==> config.mk <==
export PLATFORM = sky130hd
export DESIGN_NAME = median_engine
export DESIGN_NICKNAME = d
export VERILOG_FILES = /design/src/rtl/median_engine.sv
export SDC_FILE = /design/constraint.sdc
export NUM_CORES = 1
export LEC_CHECK = 0
export CAP_MARGIN = 0
export CELL_PAD_IN_SITES_DETAIL_PLACEMENT = 0
export CELL_PAD_IN_SITES_GLOBAL_PLACEMENT = 1
export CORE_UTILIZATION = 50
export CTS_CLUSTER_DIAMETER = 80
export DETAILED_ROUTE_END_ITERATION = 16
export GPL_TIMING_DRIVEN = 0
export HOLD_SLACK_MARGIN = 0.02
export PLACE_DENSITY = 0.86
export SYNTH_ARGS = -nofsm -noshare
export SYNTH_HDL_FRONTEND = slang
export SYNTH_SLANG_ARGS = --single-unit
==> constraint.sdc <==
create_clock -name CLK -period 3.93 [get_ports CLK]
set_input_delay 0.786 -clock CLK [delete_from_list [all_inputs] [get_ports CLK]]
set_output_delay 0.786 -clock CLK [all_outputs]
set_load 0.005 [all_outputs]
==> src/rtl/median_engine.sv <==
// ============================================================================
//  Module   : median_engine
//  Purpose  : Self-sequencing rank-order filter. Collects a window of NUM
//             unsigned samples over a valid/ready stream, then selects the
//             K-th largest sample by repeated max-elimination passes.
//             Default K = (NUM-1)/2, which is the median.
//  Options  : MED_RANK_EN - adds a RANK input; K is sampled from RANK with
//             the last sample of each window, clamped to NUM-1.
//  Revision : 1.0 - initial release
// ============================================================================
`default_nettype none

module median_engine #(
    parameter int WIDTH = 8,
    parameter int NUM   = 9
) (
    input  logic                    CLK,
    input  logic                    RST,
    input  logic [WIDTH-1:0]        DI,
    input  logic                    DSI,
    output logic                    READY,
    output logic [WIDTH-1:0]        DO,
    output logic                    DSO
`ifdef MED_RANK_EN
    ,
    input  logic [$clog2(NUM)-1:0]  RANK
`endif
);

    localparam int             IW    = $clog2(NUM);
    localparam int             SW    = $clog2(NUM + 1);
    localparam logic [IW-1:0]  LAST  = IW'(NUM - 1);
    localparam logic [IW-1:0]  MED_K = IW'((NUM - 1) / 2);
    localparam logic [SW-1:0]  SCAN_END = SW'(NUM);

    typedef enum logic [1:0] {
        LOAD = 2'd0,
        SORT = 2'd1,
        DONE = 2'd2
    } state_t;

    state_t              state;
    logic [WIDTH-1:0]    bank [NUM];
    logic [IW-1:0]       count;
    logic [IW-1:0]       pass_cnt;
    logic [SW-1:0]       scan;
    logic [WIDTH-1:0]    maxr;
    logic [IW-1:0]       idx;
    logic [IW-1:0]       k;
    logic [IW-1:0]       k_next;

`ifdef MED_RANK_EN
    // Requested rank, clamped so out-of-range values select the minimum
    always_comb begin
        k_next = RANK;
        if (RANK > LAST) begin
            k_next = LAST;
        end
    end
`else
    assign k_next = MED_K;
`endif

    // Control FSM and datapath: every pass runs scan=0..NUM-1 for the max,
    // then scan==NUM is either the remove cycle or, on the final pass, the
    // result-load cycle. Each pass is therefore exactly NUM+1 cycles long.
    always_ff @(posedge CLK) begin
        if (RST) begin
            state    <= LOAD;
            count    <= '0;
            pass_cnt <= '0;
            scan     <= '0;
            maxr     <= '0;
            idx      <= '0;
            k        <= MED_K;
            DO       <= '0;
            DSO      <= 1'b0;
            READY    <= 1'b1;
        end else begin
            case (state)
                LOAD: begin
                    DSO <= 1'b0;
                    if (DSI) begin
                        bank[count] <= DI;
                        if (count == LAST) begin
                            state    <= SORT;
                            READY    <= 1'b0;
                            count    <= '0;
                            pass_cnt <= '0;
                            scan     <= '0;
                            maxr     <= '0;
                            idx      <= '0;
                            k        <= k_next;
                        end else begin
                            count <= count + 1'b1;
                        end
                    end
                end

                SORT: begin
                    if (scan != SCAN_END) begin
                        // Strict compare keeps the lowest index on ties
                        if (bank[scan[IW-1:0]] > maxr) begin
                            maxr <= bank[scan[IW-1:0]];
                            idx  <= scan[IW-1:0];
                        end
                        scan <= scan + 1'b1;
                    end else if (pass_cnt == k) begin
                        DO    <= maxr;
                        DSO   <= 1'b1;
                        state <= DONE;
                    end else begin
                        // Zero never beats a surviving unsigned value
                        bank[idx] <= '0;
                        pass_cnt  <= pass_cnt + 1'b1;
                        scan      <= '0;
                        maxr      <= '0;
                        idx       <= '0;
                    end
                end

                DONE: begin
                    DSO   <= 1'b0;
                    READY <= 1'b1;
                    count <= '0;
                    state <= LOAD;
                end

                default: begin
                    state <= LOAD;
                    READY <= 1'b1;
                    DSO   <= 1'b0;
                    count <= '0;
                end
            endcase
        end
    end

endmodule

`default_nettype wire

; Word level (Yosys, flattened, before mapping)
; Memory sizes are Yosys's and may differ from the RTL's. A register that Yosys moved wholly into a read port is not among the register bits.
; Index checks and enable logic that the tools add are counted.
[op_classes]
add_sub_neg = 3
n_lt_le_gt_ge = 1
eq_ne = 11
mux = 42
bitwise = 2
n_reduce_logical = 12
[op_table]
columns = operator, count
row1 = $mux 4, 13
row2 = $mux 8, 6
row3 = $pmux 4 s2, 4
row4 = $pmux 8 s2, 1
row5 = $add 4x1->4 const B, 3
row6 = $mux 1, 12
row7 = $ne 2x2->1 const B, 5
row8 = $reduce_and 5->1, 2
row9 = $gt 8x8->1, 1
row10 = $mux 2, 4
row11 = $reduce_and 4->1, 2
row12 = $reduce_or 8->1, 1
row13 = $ne 3x3->1 const B, 2
row14 = $reduce_and 3->1, 2
row15 = $eq 4x3->1 const B, 1
row16 = $eq 4x4->1 const B, 1
row17 = $ne 4x4->1 const B, 1
row18 = $pmux 2 s2, 1
row19 = $reduce_and 2->1, 2
row20 = $eq 2x1->1 const B, 1
row21 = $logic_not 2->1, 1
row22 = $not 1->1, 2
row23 = $pmux 1 s2, 1
row24 = $reduce_bool 2->1, 1
row25 = $reduce_or 2->1, 1
[word_totals]
regBits = 36
ram_bits = 72
in_bits = 11
out_inout_bits = 10
wordCells = 81
memories = 1
[memory_table]
columns = memory, words, word_bits, rd, rd_ports_with_merged_regs, write_ports, line_no
row1 = bank, 9, 8, 1, 1, 1, 43  ; logic [WIDTH-1:0] bank [NUM];

; Longest topological paths before layout
; Gate-level depths: netlist of run 1.
[logic_depth]
word_depth = 8
depth_mapped = 13
ltp_nobuf = 10

; Worst setup path after synthesis of run 1
; OpenSTA, ideal clock, no wires.
[synth_timing]
path_type = flip-flop to flip-flop
startpoint = reg with a tool-made name
endpoint = reg idx[0]
setup_ns = 0.061
t_arrival_ns = 2.714
required_ns = 3.869
setup_slack_ns = 1.155
path_stages_with_launch = 13
n_path_buf = 3
period_less_slack_ns = 2.775
cell_sequence = dfxtp_1 > buf_6 > buf_6 > mux4_1 > mux2i_1 > o21ai_0 > ha_1 > and4b_1 > a211oi_1 > o22ai_1 > o32ai_2 > buf_6 > a32o_1
[synth_lines]
columns = item, line_no
row1 = "end signal, assigned", 105  ; idx <= scan[IW-1:0];
row2 = "end, declared", 48  ; logic [IW-1:0] idx;

==> key figures, run 1 <==
Clock network
  • TritonCTS clock tree: yes
  • CTS buffer count: 9
  • Setup Fix Bufs, Post-CTS: 0
  • Clock Latency Late Sink: around 0.37 ns
  • Root buffer cell: clkbuf_8
  • Htree depth: 3
  • Longest Clk Path Bufs: 2
  • # hold bufs at CTS: 0
  • Post_cts resized: 0
  • Worst-path clk slew: 0.11 ns
  • Clock sink total: around 110

Floorplanning
  • Core Box Area: 9240 µm²
  • Die X: ~100 µm
  • IO Count: 21
  • Std cell rows: 35
  • Die ar.: roughly 10000 µm²
  • Starting Density: 0.517
  • DIE HEIGHT: 99.8 µm

STA
  • Clock skew: around 0.017 ns
  • Slew Limit Fails: 0
  • Relative slew slack: 0.338
  • Final hold violations: 0
  • RSZ-0062 raised after global routing: false
  • Final hold slack: around 0.46 ns
  • Worst-Margin Slew: about 0.99 ns
  • Final setup viols: 0
  • Fmax: approximately 0.30 GHz
  • Post-route setup TNS: 0 ns
  • Minimum clock period: approximately 3.3 ns
  • Fin crit share: 0.837

Global routing
  • Vias in the first global route: 2682
  • Global-route wire length before repair: between 10000 and 15000 µm
  • Grt total ovfl: 0
  • Antenna violations before repair: 0
  • Largest net degree at the start of global routing: 20
  • Overall global routing resource usage: 0.191

Pwr
  • Max rail drop VDD: about 0.16 mV
  • Pwr Density: between 300 and 400 nW/µm²
  • Leak: about 1.7 nW

Synthesis
  • Post-Synth Adder-Cell Area: 0.0366
  • Mapped Area: between 4000 and 5000 µm²
  • Mapped Cells: roughly 340
  • Synth top area share: 0.452
  • Largest family of logic cells by synthesized area: multiplexers
  • Synth Area in Compound Gates: 0.0887
  • Synth Area in XOR/XNOR: 0.00550
  • Syn_area_per_cell: 14.2 µm²
  • Simple-gate area share of the yosys netlist: 0.0921
  • Net count after synthesis: around 360
  • Synth cell types: between 40 and 50
  • Sequential cell area fraction in the yosys report: 0.620
  • Synth top area cells: edfxtp_1 (45%), dfxtp_1 (17%), mux4_1 (6.6%)
  • Mux contribution to synthesized area: 0.120
  • Ys flop type: edfxtp_1
  • Synthesis Warnings: 0
  • Synth async-reset ratio: 0
  • Largest area contributor in the netlist: edfxtp_1
  • Number of synthesized register bits: between 100 and 150
  • Post-synth EDFFs: 72

Critical path
  • Crit path max-delay cell type: mux4_1
  • Most frequent CP cell: buf_6
  • Reg2Reg Capture Point: idx[2]$_SDFFE_PP0P_
  • CP Launch Type: flip-flop
  • Crit path to: idx[2]$_SDFFE_PP0P_
  • Crit. End Element: flip-flop
  • Worst EP arrival: 3.60 ns
  • CP Max Fanout: 10
  • Required @ worst endpoint: 4.24 ns
  • Crit path largest cell delay: approximately 0.58 ns
  • FF-to-FF setup slack: 0.64 ns
  • Critical path type: reg -> reg
  • Cell Chain, Critical Path: buf_6 -> buf_6 -> mux4_1 -> mux2i_1 -> o21ai_0 -> ha_1 -> and4b_1 -> a211oi_1 -> o22ai_1 -> o32ai_2 -> buf_6 -> a32o_1
  • Reg2Reg Depth: 12

Finish
  • Nets@finish: 393
  • Layout area overhead: 11.3%
  • Most common cell after layout, fill and taps aside: edfxtp_1
  • Most frequent cells in the layout: edfxtp_1 (72), dfxtp_1 (40), nor2_1 (34)
  • Number of diodes: 0
  • Ratio of cells with drive above 1 in the final layout: 0.0885

Placed design
  • GPL Wtd Cong: between 0.7 and 0.8
  • Detail Placement HPWL: 6060 µm
  • IO Port Bufs: 20

Hold path
  • Hold Crit Class: reg -> reg

Detailed routing
  • Drt initial violations: around 130
  • Mean routed wirelength per cell: ~18 µm
  • Vias after detailed routing: roughly 2800
  • Routed Antenna Nets: 0
  • Final WL: a little under 9000 µm
  • Number of vias per cell: roughly 5.6
  • Pre-antenna DRT Iters: 4
  • Residual DRC count: 0

Status
  • Status: finished clean

Flow run
  • Max Cap Violations: 0
critical path: cells and delay by family (launching register included):
kind | cells | cell delay, ns
compound gates | 5 | 1.07
mux | 2 | 0.76
buf+inv | 3 | 0.54
flops | 1 | 0.33
fa+ha+maj | 1 | 0.33
simple gates | 1 | 0.20
logic make-up after synthesis:
family                     count (synthesis)
xor gates and xnor gates                   3
buffers and inverters                     29
muxes                                     33
DFF                                      112
and+or+nand+nor                           89
AOI/OAI and AO/OA                         57
adders and majority gates                 14
worst min path at each step:
stage	cells past startpoint	start	to
after floorplan	2	READY$_SDFFE_PP1P_	READY$_SDFFE_PP1P_
after global placement	2	READY$_SDFFE_PP1P_	READY$_SDFFE_PP1P_
final	2	READY$_SDFFE_PP1P_	READY$_SDFFE_PP1P_
after detailed placement	2	READY$_SDFFE_PP1P_	READY$_SDFFE_PP1P_
after CTS	2	READY$_SDFFE_PP1P_	READY$_SDFFE_PP1P_
after global routing	2	READY$_SDFFE_PP1P_	READY$_SDFFE_PP1P_
registers in the layout, indices dropped and copies added, names as in the netlist, named ones only:
register / count
idx: 4
pass_cnt: 4
DSO: 1
scan: 4
state: 2
count: 4
DO: 8
READY: 1
maxr: 8
bank: 72
Yosys cell counts (3+ instances only):
cell	n
a211oi_1	3
a21oi_1	13
a31oi_1	6
a32o_1	10
and2_1	9
and3b_1	3
buf_6	5
clkbuf_1	4
dfxtp_1	40
edfxtp_1	72
ha_1	14
inv_1	15
mux2i_1	17
mux4_1	12
mux4_2	4
nand2_1	17
nand2b_1	3
nand3_1	4
nand4_1	4
nor2_1	34
nor3b_1	4
o21ai_0	10
o2bb2ai_1	3
xnor2_1	3
report_power, final:
part	switching, W	total, W	internal (W)	leakage [nW]
combinational	0.0000446	0.0000743	0.0000297	0.658
sequential	0.00000447	0.00126	0.00126	0.972
clock	0.000391	0.000630	0.000239	0.0907
area by class of cell:
type	instances	area (µm²)
plain buffers	14	119
clock buffers	9	124
clock inverters	7	56.3
fillers	743	3920
inverters	15	56.3
multi-input cells	196	1640
flip-flops and latches	112	2960
well taps	129	161
repair buffers	20	200
metrics by stage:
stage                     worst slack (ns)   util  power (W)  instances  instance area (µm²)
after floorplan                       1.15      -    0.00134        337                 4780
after global placement               0.399  0.556    0.00136        486                 5140
after detailed placement             0.324  0.556    0.00137        486                 5140
after CTS                            0.619  0.576    0.00198        502                 5320
after global routing                 0.463  0.576    0.00204        502                 5320
final                                0.640  0.576    0.00197        502                 5320
metal layers:
metal / vias up / GRT usage / share of wire
met2: 48 / 0.300 / 0.48
li1: 1354 / - / -
met5: - / 0 / 0
met1: 1386 / 0.274 / 0.47
met4: 0 / 0.0475 / 0.0096
met3: 6 / 0.0397 / 0.036
Note: power is estimated with default switching activity, not from simulation.
==> run 2, diff against run 1 <==
Clock period 3.93 ns to 3.25 ns, I/O delays scaled along.
==> key figures, run 2 (same netlist as run 1, synthesis figures left out) <==
Detailed routing
  • Metal2 WL: 4290 µm (about the same)
  • Vias after detailed routing: 2824 (+1.1%)
  • Number of vias per cell: 5.63 (+1.1%)
  • Mean routed wirelength per cell: 17.7 µm (+0.21%)
  • Final WL: 8870 µm (+0.21%)
  • Top Metal Used: met4
  • Met1 wire length: 4130 µm (-0.63%)
  • Residual DRC count: 0 (unchanged)
  • Routed wl met3: 360 µm (+11%)
  • Pre-antenna DRT Iters: 4 (unchanged)
  • Drt initial violations: 131 (-1.5%)
  • Routed Antenna Nets: 0 (unchanged)

Floorplanning
  • Die ar.: 9950 µm² (unchanged)
  • DIE HEIGHT: 99.8 µm (unchanged)
  • IO Count: 21 (unchanged)
  • Std cell rows: 35 (unchanged)
  • Core Box Area: 9240 µm² (unchanged)
  • Die X: 99.8 µm (unchanged)
  • Starting Density: 0.517 (unchanged)

Clock network
  • Longest Clk Path Bufs: 2 (unchanged)
  • CTS buffer count: 9 (unchanged)
  • Clock sink total: 112 (unchanged)
  • TritonCTS clock tree: yes
  • Worst-path clk slew: 0.11 ns (about the same)
  • Root buffer cell: clkbuf_8
  • Htree depth: 3 (unchanged)
  • # hold bufs at CTS: 0 (unchanged)
  • Clock Latency Late Sink: 0.37 ns (about the same)

Critical path
  • Worst EP arrival: 3.11 ns (-0.49 ns)
  • CP Launch Type: input pin
  • Crit path largest cell delay: 0.77 ns (+0.19 ns)
  • Crit path max-delay cell type: nor2_1
  • Crit. End Element: flip-flop
  • Critical path type: in -> reg
  • CP Max Fanout: 10 (unchanged)
  • Required @ worst endpoint: 3.24 ns (-1.00 ns)
  • Cell Chain, Critical Path: clkdlybuf4s50_1 -> nor3b_1 -> nand3_1 -> o32a_1 -> nor2_1

Finish
  • Biggest register: bank
  • Final Util: 0.578 (+0.00217)
  • Nets@finish: 393 (unchanged)
  • Top Registers: bank (72), DO (8), maxr (8)
  • Most frequent cells in the layout: edfxtp_1 (72), dfxtp_1 (40), nor2_1 (33)
  • Layout area overhead: 11.8%
  • Largest register FFs: 72 (unchanged)
  • Ratio of cells with drive above 1 in the final layout: 0.0965 (+0.00804)
  • Design area: 5340 µm² (+0.38%)
  • Most common cell after layout, fill and taps aside: edfxtp_1
  • Number of diodes: 0 (unchanged)

Global routing
  • Vias in the first global route: 2690 (+0.30%)
  • Largest net degree at the start of global routing: 20 (unchanged)
  • Grt total ovfl: 0 (unchanged)
  • Global-route wire length before repair: 14000 µm (+0.15%)
  • Antenna violations before repair: 0 (unchanged)
  • Overall global routing resource usage: 0.191 (+0.000307)

Pwr
  • Clk pwr share: 0.320 (about the same)
  • Max rail drop VDD: 0.194 mV (+21%)
  • Gate power share: 0.039 (about the same)
  • Psw: 0.000534 W (+21%)
  • P_int: 0.00185 W (+21%)
  • Sw frac: 0.224 (about the same)
  • Post-layout power: 0.00238 W (+21%)
  • Pwr Density: 446 nW/µm² (+21%)
  • Leak: 1.72 nW (+0.12%)
  • Part of the power in registers: 0.641 (about the same)

STA
  • Final hold violations: 0 (unchanged)
  • Minimum clock period: approximately 3.1 ns
  • Final setup viols: 0 (unchanged)
  • Worst-Margin Slew: 0.996 ns (+0.00676 ns)
  • Final hold slack: 0.458 ns (+0.000111 ns)
  • Clock skew: 0.0188 ns (+0.00195 ns)
  • Fin crit share: 0.961
  • Slew Limit Fails: 0 (unchanged)
  • Post-route setup TNS: 0 ns (unchanged)
  • Fmax: 0.320 GHz
  • RSZ-0062 raised after global routing: true
  • Relative slew slack: 0.334 (-0.00452)

Placed design
  • IO Port Bufs: 20 (unchanged)
  • GPL Wtd Cong: 0.769 (unchanged)
  • Detail Placement HPWL: 6060 µm (unchanged)
  • DP Area: 5140 µm² (unchanged)

Status
  • Status: finished clean

Flow run
  • Max Cap Violations: 0 (unchanged)

Hold path
  • Hold Crit Class: reg -> reg
run 2: what timing repair did:
action	CTS	global route
endpoints found under the setup margin	10	12
buffers inserted	1	0
endpoints found under the hold margin	0	0
gates resized for setup	3	3
pin swaps	1	1
gates cloned	0	0
run 2: per-stage QoR:
stage,setup WS [ns],std cells
2_1_floorplan,0.475,337
5_1_grt,-0.00458,502
3_5_place_dp,-0.220,486
4_1_cts,0.0153,503
3_3_place_gp,-0.145,486
6_report,0.128,502
run 2: worst paths after layout:
check | slack, ns | to | cells after the start | startpoint
max | 0.13 | bank[0][7]$_DFFE_PP_ | 5 | RST
max reg2reg | 0.21 | idx[2]$_SDFFE_PP0P_ | 11 | flip-flop
min reg2reg | 0.46 | READY$_SDFFE_PP1P_ | 2 | READY$_SDFFE_PP1P_
min | 0.46 | READY$_SDFFE_PP1P_ | 2 | READY$_SDFFE_PP1P_
run 2: power groups by stage:
stage | clock (W) | combinational (W) | sequential [W]
after global routing | 0.000832 | 0.000104 | 0.00153
after floorplan | 0 | 0.0000561 | 0.00156
final | 0.000762 | 0.0000932 | 0.00153
after detailed placement | 0 | 0.0000910 | 0.00156
after CTS | 0.000779 | 0.0000926 | 0.00153
after global placement | 0 | 0.0000877 | 0.00156
run 2: final cells by class:
type / count / area, µm²
repair buffers: 21 / 208
inverters: 15 / 56.3
plain buffers: 13 / 108
clock inverters: 7 / 56.3
well taps: 129 / 161
multi-input cells: 196 / 1670
clock buffers: 9 / 124
flip-flops and latches: 112 / 2960
fillers: 741 / 3900
run 2: metal layers:
metal,up-vias,GRT usage
met5,-,0
met4,0,0.0475
met3,8,0.0397
met2,59,0.301
met1,1404,0.274
li1,1353,-
run 2: critical path, delay by kind of cell:
family	cells	cell delay [ns]
AND/OR/NAND/NOR	3	1.46
buffers and inverters	1	0.56
AO/OA/AOI/OAI	1	0.43
